===== config.mk =====
export PLATFORM = sky130hd
export DESIGN_NAME = branch_resolve_unit
export DESIGN_NICKNAME = d
export VERILOG_FILES = /design/src/rtl/branch_resolve_unit_pkg.sv /design/src/rtl/branch_resolve_unit_bht.sv /design/src/rtl/branch_resolve_unit.sv
export SDC_FILE = /design/constraint.sdc
export NUM_CORES = 1
export LEC_CHECK = 0
export CELL_PAD_IN_SITES_DETAIL_PLACEMENT = 1
export CELL_PAD_IN_SITES_GLOBAL_PLACEMENT = 2
export CORE_UTILIZATION = 33
export DETAILED_ROUTE_END_ITERATION = 7
export MAX_ROUTING_LAYER = met4
export PLACE_DENSITY_LB_ADDON = 0.1
export SLEW_MARGIN = 0
export SYNTH_ARGS = -nofsm -noshare
export SYNTH_HDL_FRONTEND = slang
export SYNTH_HIERARCHICAL = 1
export SYNTH_SLANG_ARGS = --single-unit

===== constraint.sdc =====
create_clock -name clk -period 5.45 [get_ports clk]
set_input_delay 1.09 -clock clk [delete_from_list [all_inputs] [get_ports clk]]
set_output_delay 1.09 -clock clk [all_outputs]
set_load 0.005 [all_outputs]

===== src/rtl/branch_resolve_unit_pkg.sv =====
// Shared types for branch resolution: next-PC select, per-port
// resolution bundle, BHT reset constant and counter step helper.
`ifndef INST_ADDR_WIDTH
`define INST_ADDR_WIDTH 32
`endif

package branch_resolve_unit_pkg;

   localparam int A_W       = `INST_ADDR_WIDTH;
   localparam int MAX_TAG_W = 16;

   localparam logic [1:0] BHT_WEAK_NT = 2'b01;

   typedef enum logic [1:0] {
      pc_plus_4_t = 2'd0,
      sb          = 2'd1,
      uj          = 2'd2,
      jalr_t      = 2'd3
   } next_pc_t;

   // Tags are zero-extended to MAX_TAG_W so one struct serves any TAG_W.
   typedef struct packed {
      logic                 valid;
      logic                 is_branch;
      logic                 taken;
      logic [A_W-1:0]       pc;
      logic [A_W-1:0]       target;
      logic                 pred_taken;
      logic [A_W-1:0]       pred_target;
      logic [MAX_TAG_W-1:0] rob_tag;
   } br_res_t;

   function automatic logic [1:0] ctr_step(
      input logic [1:0] c,
      input logic       up
   );
      logic [1:0] r;
      r = c;
      if (up && c != 2'b11)
         r = c + 2'b01;
      else if (!up && c != 2'b00)
         r = c - 2'b01;
      return r;
   endfunction

endpackage


===== src/rtl/branch_resolve_unit_bht.sv =====
// bht_2bit: 2-bit saturating counter table, one read port and
// NUM_PORTS training ports; ports sharing an index: oldest trains.
// Ports: clk, rst_n, rd_idx/rd_taken (lookup), wr_en/wr_idx/
// wr_taken/wr_age (training, age smaller = older).
module bht_2bit
   import branch_resolve_unit_pkg::*;
#(
   parameter int NUM_PORTS = 2,
   parameter int IDX_W     = 6,
   parameter int AGE_W     = 5
) (
   input  logic                             clk,
   input  logic                             rst_n,
   input  logic [IDX_W-1:0]                 rd_idx,
   output logic                             rd_taken,
   input  logic [NUM_PORTS-1:0]             wr_en,
   input  logic [NUM_PORTS-1:0][IDX_W-1:0]  wr_idx,
   input  logic [NUM_PORTS-1:0]             wr_taken,
   input  logic [NUM_PORTS-1:0][AGE_W-1:0]  wr_age
);

   localparam int DEPTH = 1 << IDX_W;

   logic [1:0]           ctr_q [DEPTH];
   logic [NUM_PORTS-1:0] wr_win;

   // A port loses its write when another live port on the same
   // index is older, or equally old with a lower port number.
   always_comb begin
      wr_win = wr_en;
      for (int p = 0; p < NUM_PORTS; p++) begin
         for (int q = 0; q < NUM_PORTS; q++) begin
            if (q != p && wr_en[q] &&
                wr_idx[q] == wr_idx[p] &&
                (wr_age[q] < wr_age[p] ||
                 (wr_age[q] == wr_age[p] && q < p)))
               wr_win[p] = 1'b0;
         end
      end
   end

   assign rd_taken = ctr_q[rd_idx][1];

   always_ff @(posedge clk or negedge rst_n) begin
      if (!rst_n) begin
         for (int i = 0; i < DEPTH; i++)
            ctr_q[i] <= BHT_WEAK_NT;
      end else begin
         for (int p = 0; p < NUM_PORTS; p++) begin
            if (wr_win[p])
               ctr_q[wr_idx[p]] <=
                  ctr_step(ctr_q[wr_idx[p]], wr_taken[p]);
         end
      end
   end

endmodule


===== src/rtl/branch_resolve_unit.sv =====
// Multi-port branch resolution: oldest mispredict select, timed
// flush/redirect FSM, saturating mispredict count and BHT training.
// Ports: clk, rst_n, per-port br_* resolution inputs, rob_head,
// fetch_pc/fetch_pred_taken, flush, flush_rob_tag, pc_out,
// next_pc_sel, mispred_cnt.
module branch_resolve_unit
   import branch_resolve_unit_pkg::*;
#(
   parameter int NUM_BR_PORTS = 2,
   parameter int TAG_W        = 5,
   parameter int BHT_IDX_W    = 6,
   parameter int FLUSH_CYCLES = 2
) (
   input  logic                                clk,
   input  logic                                rst_n,
   input  logic [NUM_BR_PORTS-1:0]             br_valid,
   input  logic [NUM_BR_PORTS-1:0]             is_branch_op,
   input  logic [NUM_BR_PORTS-1:0]             branch_taken,
   input  logic [NUM_BR_PORTS-1:0][A_W-1:0]    br_pc,
   input  logic [NUM_BR_PORTS-1:0][A_W-1:0]    br_target,
   input  logic [NUM_BR_PORTS-1:0]             pred_taken,
   input  logic [NUM_BR_PORTS-1:0][A_W-1:0]    pred_target,
   input  logic [NUM_BR_PORTS-1:0][TAG_W-1:0]  br_rob_tag,
   input  logic [TAG_W-1:0]                    rob_head,
   input  logic [A_W-1:0]                      fetch_pc,
   output logic                                fetch_pred_taken,
   output logic                                flush,
   output logic [TAG_W-1:0]                    flush_rob_tag,
   output logic [A_W-1:0]                      pc_out,
   output next_pc_t                            next_pc_sel,
   output logic [31:0]                         mispred_cnt
);

   localparam int CNT_W = $clog2(FLUSH_CYCLES + 1);

   typedef enum logic {
      ST_IDLE  = 1'b0,
      ST_FLUSH = 1'b1
   } state_t;

   br_res_t                         res [NUM_BR_PORTS];
   logic [NUM_BR_PORTS-1:0]         live;
   logic [NUM_BR_PORTS-1:0]         mis;
   logic [NUM_BR_PORTS-1:0][TAG_W-1:0] age;
   logic [NUM_BR_PORTS-1:0][A_W-1:0]   fix_pc;
   logic [NUM_BR_PORTS-1:0][BHT_IDX_W-1:0] bht_idx;

   logic             win_vld;
   logic [TAG_W-1:0] win_age;
   logic [TAG_W-1:0] win_tag;
   logic [A_W-1:0]   win_pc;
   logic [TAG_W-1:0] cap_age;

   state_t           state_q, state_d;
   logic [CNT_W-1:0] cnt_q, cnt_d;
   logic [TAG_W-1:0] tag_q, tag_d;
   logic [A_W-1:0]   pc_q, pc_d;
   logic [31:0]      mcnt_q;
   logic             cap;

   always_comb begin
      for (int p = 0; p < NUM_BR_PORTS; p++) begin
         res[p].valid       = br_valid[p];
         res[p].is_branch   = is_branch_op[p];
         res[p].taken       = branch_taken[p];
         res[p].pc          = br_pc[p];
         res[p].target      = br_target[p];
         res[p].pred_taken  = pred_taken[p];
         res[p].pred_target = pred_target[p];
         res[p].rob_tag     = MAX_TAG_W'(br_rob_tag[p]);
      end
   end

   always_comb begin
      for (int p = 0; p < NUM_BR_PORTS; p++) begin
         live[p] = res[p].valid && res[p].is_branch;
         mis[p]  = live[p] &&
                   ((res[p].taken != res[p].pred_taken) ||
                    (res[p].taken &&
                     res[p].target != res[p].pred_target));
         age[p]  = res[p].rob_tag[TAG_W-1:0] - rob_head;
         fix_pc[p] = res[p].taken ? res[p].target
                                  : res[p].pc + A_W'(4);
         bht_idx[p] = res[p].pc[BHT_IDX_W+1:2];
      end
   end

   // Strict compare keeps the lower port on equal age.
   always_comb begin
      win_vld = 1'b0;
      win_age = '0;
      win_tag = '0;
      win_pc  = '0;
      for (int p = 0; p < NUM_BR_PORTS; p++) begin
         if (mis[p] && (!win_vld || age[p] < win_age)) begin
            win_vld = 1'b1;
            win_age = age[p];
            win_tag = res[p].rob_tag[TAG_W-1:0];
            win_pc  = fix_pc[p];
         end
      end
   end

   assign cap_age = tag_q - rob_head;

   always_comb begin
      state_d = state_q;
      cnt_d   = cnt_q;
      tag_d   = tag_q;
      pc_d    = pc_q;
      cap     = 1'b0;
      unique case (state_q)
         ST_IDLE: begin
            if (win_vld)
               cap = 1'b1;
         end
         ST_FLUSH: begin
            if (win_vld && win_age < cap_age)
               cap = 1'b1;
            else if (cnt_q <= CNT_W'(1))
               state_d = ST_IDLE;
            else
               cnt_d = cnt_q - CNT_W'(1);
         end
         default: state_d = ST_IDLE;
      endcase
      if (cap) begin
         state_d = ST_FLUSH;
         cnt_d   = CNT_W'(FLUSH_CYCLES);
         tag_d   = win_tag;
         pc_d    = win_pc;
      end
   end

   always_ff @(posedge clk or negedge rst_n) begin
      if (!rst_n) begin
         state_q <= ST_IDLE;
         cnt_q   <= '0;
         tag_q   <= '0;
         pc_q    <= '0;
         mcnt_q  <= '0;
      end else begin
         state_q <= state_d;
         cnt_q   <= cnt_d;
         tag_q   <= tag_d;
         pc_q    <= pc_d;
         if (cap && mcnt_q != 32'hFFFF_FFFF)
            mcnt_q <= mcnt_q + 32'd1;
      end
   end

   assign flush         = (state_q == ST_FLUSH);
   assign flush_rob_tag = tag_q;
   assign pc_out        = pc_q;
   assign next_pc_sel   = flush ? sb : pc_plus_4_t;
   assign mispred_cnt   = mcnt_q;

   bht_2bit #(
      .NUM_PORTS (NUM_BR_PORTS),
      .IDX_W     (BHT_IDX_W),
      .AGE_W     (TAG_W)
   ) u_bht (
      .clk      (clk),
      .rst_n    (rst_n),
      .rd_idx   (fetch_pc[BHT_IDX_W+1:2]),
      .rd_taken (fetch_pred_taken),
      .wr_en    (live),
      .wr_idx   (bht_idx),
      .wr_taken (branch_taken),
      .wr_age   (age)
   );

endmodule


=== After elaboration in Yosys (flattened, before gate mapping) ===
Cells that the tools add are included.

* Equal/unequal tests: 12
* Bitwise logic cells: 4
* Reduce and logical (&&, ||, !) cells: 30
* $mul: 0
* Mux-type cells: 47
* Shift-type cells: 0
* Order comparisons: 10
* Divide/modulo/power cells: 0
* $add $sub $neg: 11

{| class="wikitable"
|+ Operators with widths
! kind !! number
|-
| $bwmux 128 || 2
|-
| $mux 128 || 2
|-
| $mux 32 || 4
|-
| $add 32x3->32 const B || 2
|-
| $ne 32x32->1 || 2
|-
| $bmux 2 s6 || 3
|-
| $mux 2 || 18
|-
| $add 32x1->32 const B || 1
|-
| $ne 32x32->1 const B || 1
|-
| $demux 2 s6 || 2
|-
| $ge 7x7->1 const B || 3
|-
| $not 6->7 || 3
|-
| $lt 5x5->1 || 4
|-
| $mux 5 || 4
|-
| $logic_and 1x1->1 || 19
|-
| $sub 5x5->5 || 3
|-
| $lt 7x1->1 const B || 2
|-
| $eq 6x6->1 || 2
|-
| $mux 1 || 11
|-
| $ne 2x2->1 const B || 4
|-
| $reduce_bool 2->1 || 3
|-
| $sub 2x1->2 const B || 3
|-
| $eq 5x5->1 || 1
|-
| $add 2x1->2 const B || 2
|-
| other kinds (7) || 13
|}

* Bits of input ports: 249
* Bits in read-only memories: 0
* Latch bits: 0
* Word-level logic and storage cells: 183
* Memories kept: 0
* Register bits after elaboration: 200
* RAM bits: 0

=== Logic depth before layout (Yosys ltp) ===
* Word-level depth: 15
* Mapped depth: 28
* Mapped depth without buffers: 23

=== Modules after synthesis ===
The synthesis kept the hierarchy.

{| class="wikitable"
|+ By module, submodules not included
! module !! instances !! sequential area each (um^2) !! cells each !! area an instance (um^2)
|-
| bht_2bit || 1 || 3283.1 || 1246 || 11375.9
|-
| branch_resolve_unit || 1 || 1801.7 || 794 || 6682.7
|}

=== Worst setup path after synthesis ===
Ideal clock, no wire load.

* Path kind: input to register
* Start point: input pred_target[27] (netlist name)
* End point: register tag_q[2] (netlist: flush_rob_tag[2])
* Path slack: -0.355 ns
* Data required time: 5.325 ns
* Stages: 24
* Arrival time: 5.680 ns
* Cell sequence: xor2_1 -> nor4_1 -> nand4_1 -> nor4_1 -> nor2b_1 -> buf_2 -> buf_1 -> nand2_1 -> ha_1 -> a211oi_1 -> o31ai_2 -> a21oi_2 -> buf_2 -> o21ai_0 -> ha_1 -> nand4_1 -> nor3b_1 -> nor3_1 -> a21boi_0 -> a211o_1 -> a32oi_2 -> buf_6 -> buf_2 -> mux2_2

* Longest elaborated chain between the ends: 13
* Elaborated cells on any way between the ends: 19

{| class="wikitable"
|+ RTL lines
! item !! line !! source
|-
| start, declared || branch_resolve_unit.sv:22 || <nowiki>input logic [NUM_BR_PORTS-1:0][A_W-1:0] pred_target,</nowiki>
|-
| $ne 32x32->1 (*) || branch_resolve_unit.sv:80 || <nowiki>res[p].target != res[p].pred_target));</nowiki>
|-
| $logic_and 1x1->1 (*) || branch_resolve_unit.sv:79 || <nowiki>(res[p].taken &&</nowiki>
|-
| $logic_or 1x1->1 (*) || branch_resolve_unit.sv:78 || <nowiki>((res[p].taken != res[p].pred_taken) ||</nowiki>
|-
| $logic_and 1x1->1 (*) || branch_resolve_unit.sv:77 || <nowiki>mis[p] = live[p] &&</nowiki>
|-
| $mux 5 / $mux 1 (equally long branches) || branch_resolve_unit.sv:95 || <nowiki>if (mis[p] && (!win_vld || age[p] < win_age)) begin</nowiki>
|-
| $lt 5x5->1 / $logic_not 1->1 (equally long branches) || branch_resolve_unit.sv:95 ||
|-
| $logic_or 1x1->1 || branch_resolve_unit.sv:95 ||
|-
| $logic_and 1x1->1 || branch_resolve_unit.sv:95 ||
|-
| $mux 5 || branch_resolve_unit.sv:95 ||
|-
| $lt 5x5->1 || branch_resolve_unit.sv:118 || <nowiki>if (win_vld && win_age < cap_age)</nowiki>
|-
| $logic_and 1x1->1 || branch_resolve_unit.sv:118 ||
|-
| $mux 1 || branch_resolve_unit.sv:118 ||
|-
| $pmux 1 s2 || branch_resolve_unit.sv:112 || <nowiki>unique case (state_q)</nowiki>
|-
| end signal, assigned || branch_resolve_unit.sv:145 || <nowiki>tag_q <= tag_d;</nowiki>
|-
| end, declared || branch_resolve_unit.sv:56 || <nowiki>logic [TAG_W-1:0] tag_q, tag_d;</nowiki>
|}

Mark *: on every way between the ends. The rest lies on a longest branch, timed or not.
A chain may end at the register's enable or synchronous reset.

==> results.yml <==
floorplan:
  initial_core_util_pct: 33.5
  pin_count: 322
  die_x_um: 236
  core_area_mm2: 0.0539
  die_h_um: 236
  fp.dieArea_mm2: 0.0557
  fp-row-count: 85
logic_synthesis:
  synth_top_family_by_area: "compound AO/OA/AOI/OAI gates"
  syn_avg_cell_area_um2: 8.85
  synth_cell_types: 81
  seq_area_frac_synth_pct: 28.2
  synth-seq-cells: 200
  ys.flop_type: "dfrtp_1"
  synth_adder_area_share_pct: 2.62
  synthSimpleGateAreaFrac_pct: 19.7
  synth_area_leaders: "dfrtp_1, dfstp_2, mux2i_1"
  yosys_warnings: 6
  synth_edf_count: 0
  synth_compound_area_share_pct: 20.4
  syn_area_mm2: 0.0181
  synth_top_area_cell: "dfrtp_1"
  synth-async-reset-ratio_pct: 100
  synthMuxAreaShare_pct: 15.3
  yosys.area_share.xor_xnor_pct: 7.95
  synth_fp_nets: 2325
  yosys.area.top_type_share_pct: 18.8
  synthCells: 2040
final_layout:
  design_area_mm2: 0.0237
  multiInputGateArea_mm2: 0.0123
  fillCellCount: 6185
  final_nets: 2626
  syn_to_final_growth_pct: 31.3
  regArea_mm2: 0.00508
  final_common_cell: "clkdlybuf4s50_1"
  drive_above_1_share_pct: 19.2
  layout_common_cells: "clkdlybuf4s50_1, buf_4, mux2i_1, nand3_1, dfrtp_1"
global_routing:
  grt_pass1_vias: 19415
  gr-total-overflow: 0
  grt_max_degree: 140
  grt_first_pass_wirelength_um: 132000
  antenna_found_initial: 5
  grt_util_all_layers_pct: 32.7
drt:
  drc: 0
  drt_iter0_drc: 1622
  vias: 19073
  wl_per_cell_um: 29.3
  firstDrtPassIters: 6
  wl_um: 89500
  drtAntennaViolNets: 0
  viasPerCell: 6.24
sta:
  max-slew-margin-rel_pct: 15.7
  setup_viol: 0
  finalCritPeriodShare_pct: 97.9
  clock_skew_ns: 0.0136
  finalHoldViolCount: 0
  holdWs_ns: 0.484
  setup_tns_ns: 0
  tightest_slew_ns: 1.26
  fmax_ghz: 0.187
  slew_violations: 0
  fin_crit_ns: 5.33
critical_path:
  worst-path-stages: 23
  cp_slowest_cell: "clkdlybuf4s50_1"
  cp.arrival_ns: 5.73
  r2r_cells: 12
  cp_top_family: "compound AO/OA/AOI/OAI gates"
  critPathMostFrequentCell: "ha_1"
  critPathCaptureType: "register"
  slowest_delay_ns: 0.49
  path_cells: "clkdlybuf4s50_1, buf_4, ha_1, a21o_1, a21oi_1, xnor2_1, ha_1, nand2_2, o31ai_4, a21oi_4, nand2_1, o21ai_0, ha_1, nand4_1, buf_4, a21oi_1, o21ai_0, a211o_1, a32oi_4, buf_12, buf_12, and4bb_2, xor2_1"
  cp_num_buf_inv: 5
  path_class: "primary input to register"
  r2r_slack_ns: 1.50
  cp_data_required_time_ns: 5.85
  startpoint_type: "primary input"
  crit_fanout: 7
cts:
  path_clk_slew_ns: 0.08
  clk_latency_ns: 0.52
  cts_tree: "done"
  cts_buffers: 17
  cts_htree_levels: 4
  cts_root_buffer: "clkbuf_16"
  clock_sinks: 200
  cts_max_path_buffers: 2
placed_design:
  dp.final_hpwl_um: 64300
  post_dp_cell_area_mm2: 0.0226
  io_buffer_count: 294
  gp_congestion: 0.965
worst_hold_path:
  worstHoldPathType: "register to register"
  hold_depth: 2
power:
  cellPowerDensity_mw_per_mm2: 271
  ir_worst_vdd_uv: 270
  p_leak_nw: 9.80
  total_power_mw: 6.43
run:
  max-cap-violations: 0
outcome:
  status: "finished clean"
## flip-flops by register name, indices dropped and copies added (netlist names)
name,cells
cnt_q,2
flush,1
flush_rob_tag,5
mispred_cnt,32
pc_out,32
u_bht/ctr_q,128
## power breakdown
part / internal [mW] / total (mW) / switching, mW
logic: 1.34 / 2.84 / 1.50
clock network: 0.619 / 1.34 / 0.724
registers: 1.89 / 2.25 / 0.366
total: 3.84 / 6.43 / 2.59
## worst reg2reg max path: stages (launching register included)
cell	delay, ns
dfstp_2	0.39
mux4_2	0.49
mux4_2	0.51
and2_0	0.22
o21a_1	0.27
nor3_1	0.24
ha_1	0.22
nor2b_1	0.20
nor2_1	0.11
or4_2	0.64
buf_12	0.23
a31oi_1	0.25
mux2i_1	0.10
## worst paths after layout
| kind | end | start |
|---|---|---|
| max | mispred_cnt[18] | br_rob_tag[6] |
| max in group asynchronous | u_bht/ctr_q[111] | rst_n |
| min reg2reg | pc_out[12] | pc_out[12] |
| max reg2reg | u_bht/ctr_q[96] | u_bht/ctr_q[96] |
| min | pc_out[12] | pc_out[12] |
| min in group asynchronous | pc_out[24] | rst_n |
## layer usage
metal	global-route usage [%]	up-vias	routed length (um)
li1	-	8404	-
met3	5.80	161	5920
met5	-	-	0
met4	13.2	0	3290
met2	52.1	837	42500
met1	41.0	9671	37800
## metrics by stage
| stage | util [%] | setup WS [ns] | std cells |
|---|---|---|---|
| finish | 44.0 | 0.115 | 3056 |
| global route | 44.0 | -0.0634 | 3055 |
| CTS | 43.4 | 0.0232 | 3046 |
| detailed placement | 42.0 | -0.895 | 3005 |
| global placement | 42.0 | -0.804 | 3005 |
| floorplan | - | 0.00437 | 2040 |
## synth_stat cells, types with 9 or more instances
cell / n
dfrtp_1: 136
buf_1: 16
o31a_1: 85
and3_1: 28
and4_1: 11
a32oi_1: 30
a2bb2oi_1: 14
o21ai_0: 51
dfstp_2: 64
nand3_1: 143
clkbuf_1: 127
mux4_2: 44
a31oi_1: 87
nor2b_1: 20
nand3b_1: 10
nor3_1: 93
o22ai_1: 14
a21o_1: 9
mux2_2: 25
nand4_1: 49
nor3b_1: 13
nor2_1: 83
xor2_1: 107
o22a_1: 10
xnor2_1: 57
nor4_1: 28
nand2_1: 118
nand2b_1: 14
a22oi_1: 26
a21oi_1: 62
o211ai_1: 35
inv_1: 48
and2_1: 14
buf_2: 41
mux2i_1: 148
ha_1: 33
## cell type report
type                    count  share of cell area (%)
inverters                  50                   0.792
repair buffers            479                    19.8
diodes                      6                  0.0633
clock inverters            13                   0.554
flip-flops and latches    200                    21.4
multi-input cells        1593                    51.8
clock buffers              19                    1.87
well taps                 696                    3.67
## timing repair
| item | 4_1_cts | 5_1_grt |
|---|---|---|
| gates cloned | 2 | 1 |
| pin swaps | 24 | 38 |
| buffers inserted | 7 | 3 |
| endpoints found under the setup margin | 69 | 69 |
| hold buffers | 0 | 0 |
| gates resized for setup | 40 | 89 |
## cell families after synthesis
family / after synthesis
mux: 218
xor+xnor: 164
compound gates: 508
fa+ha+maj: 36
other cells: 1
buf+inv: 247
simple gates: 666
flops: 200
Note: power is estimated with default switching activity, not from simulation.
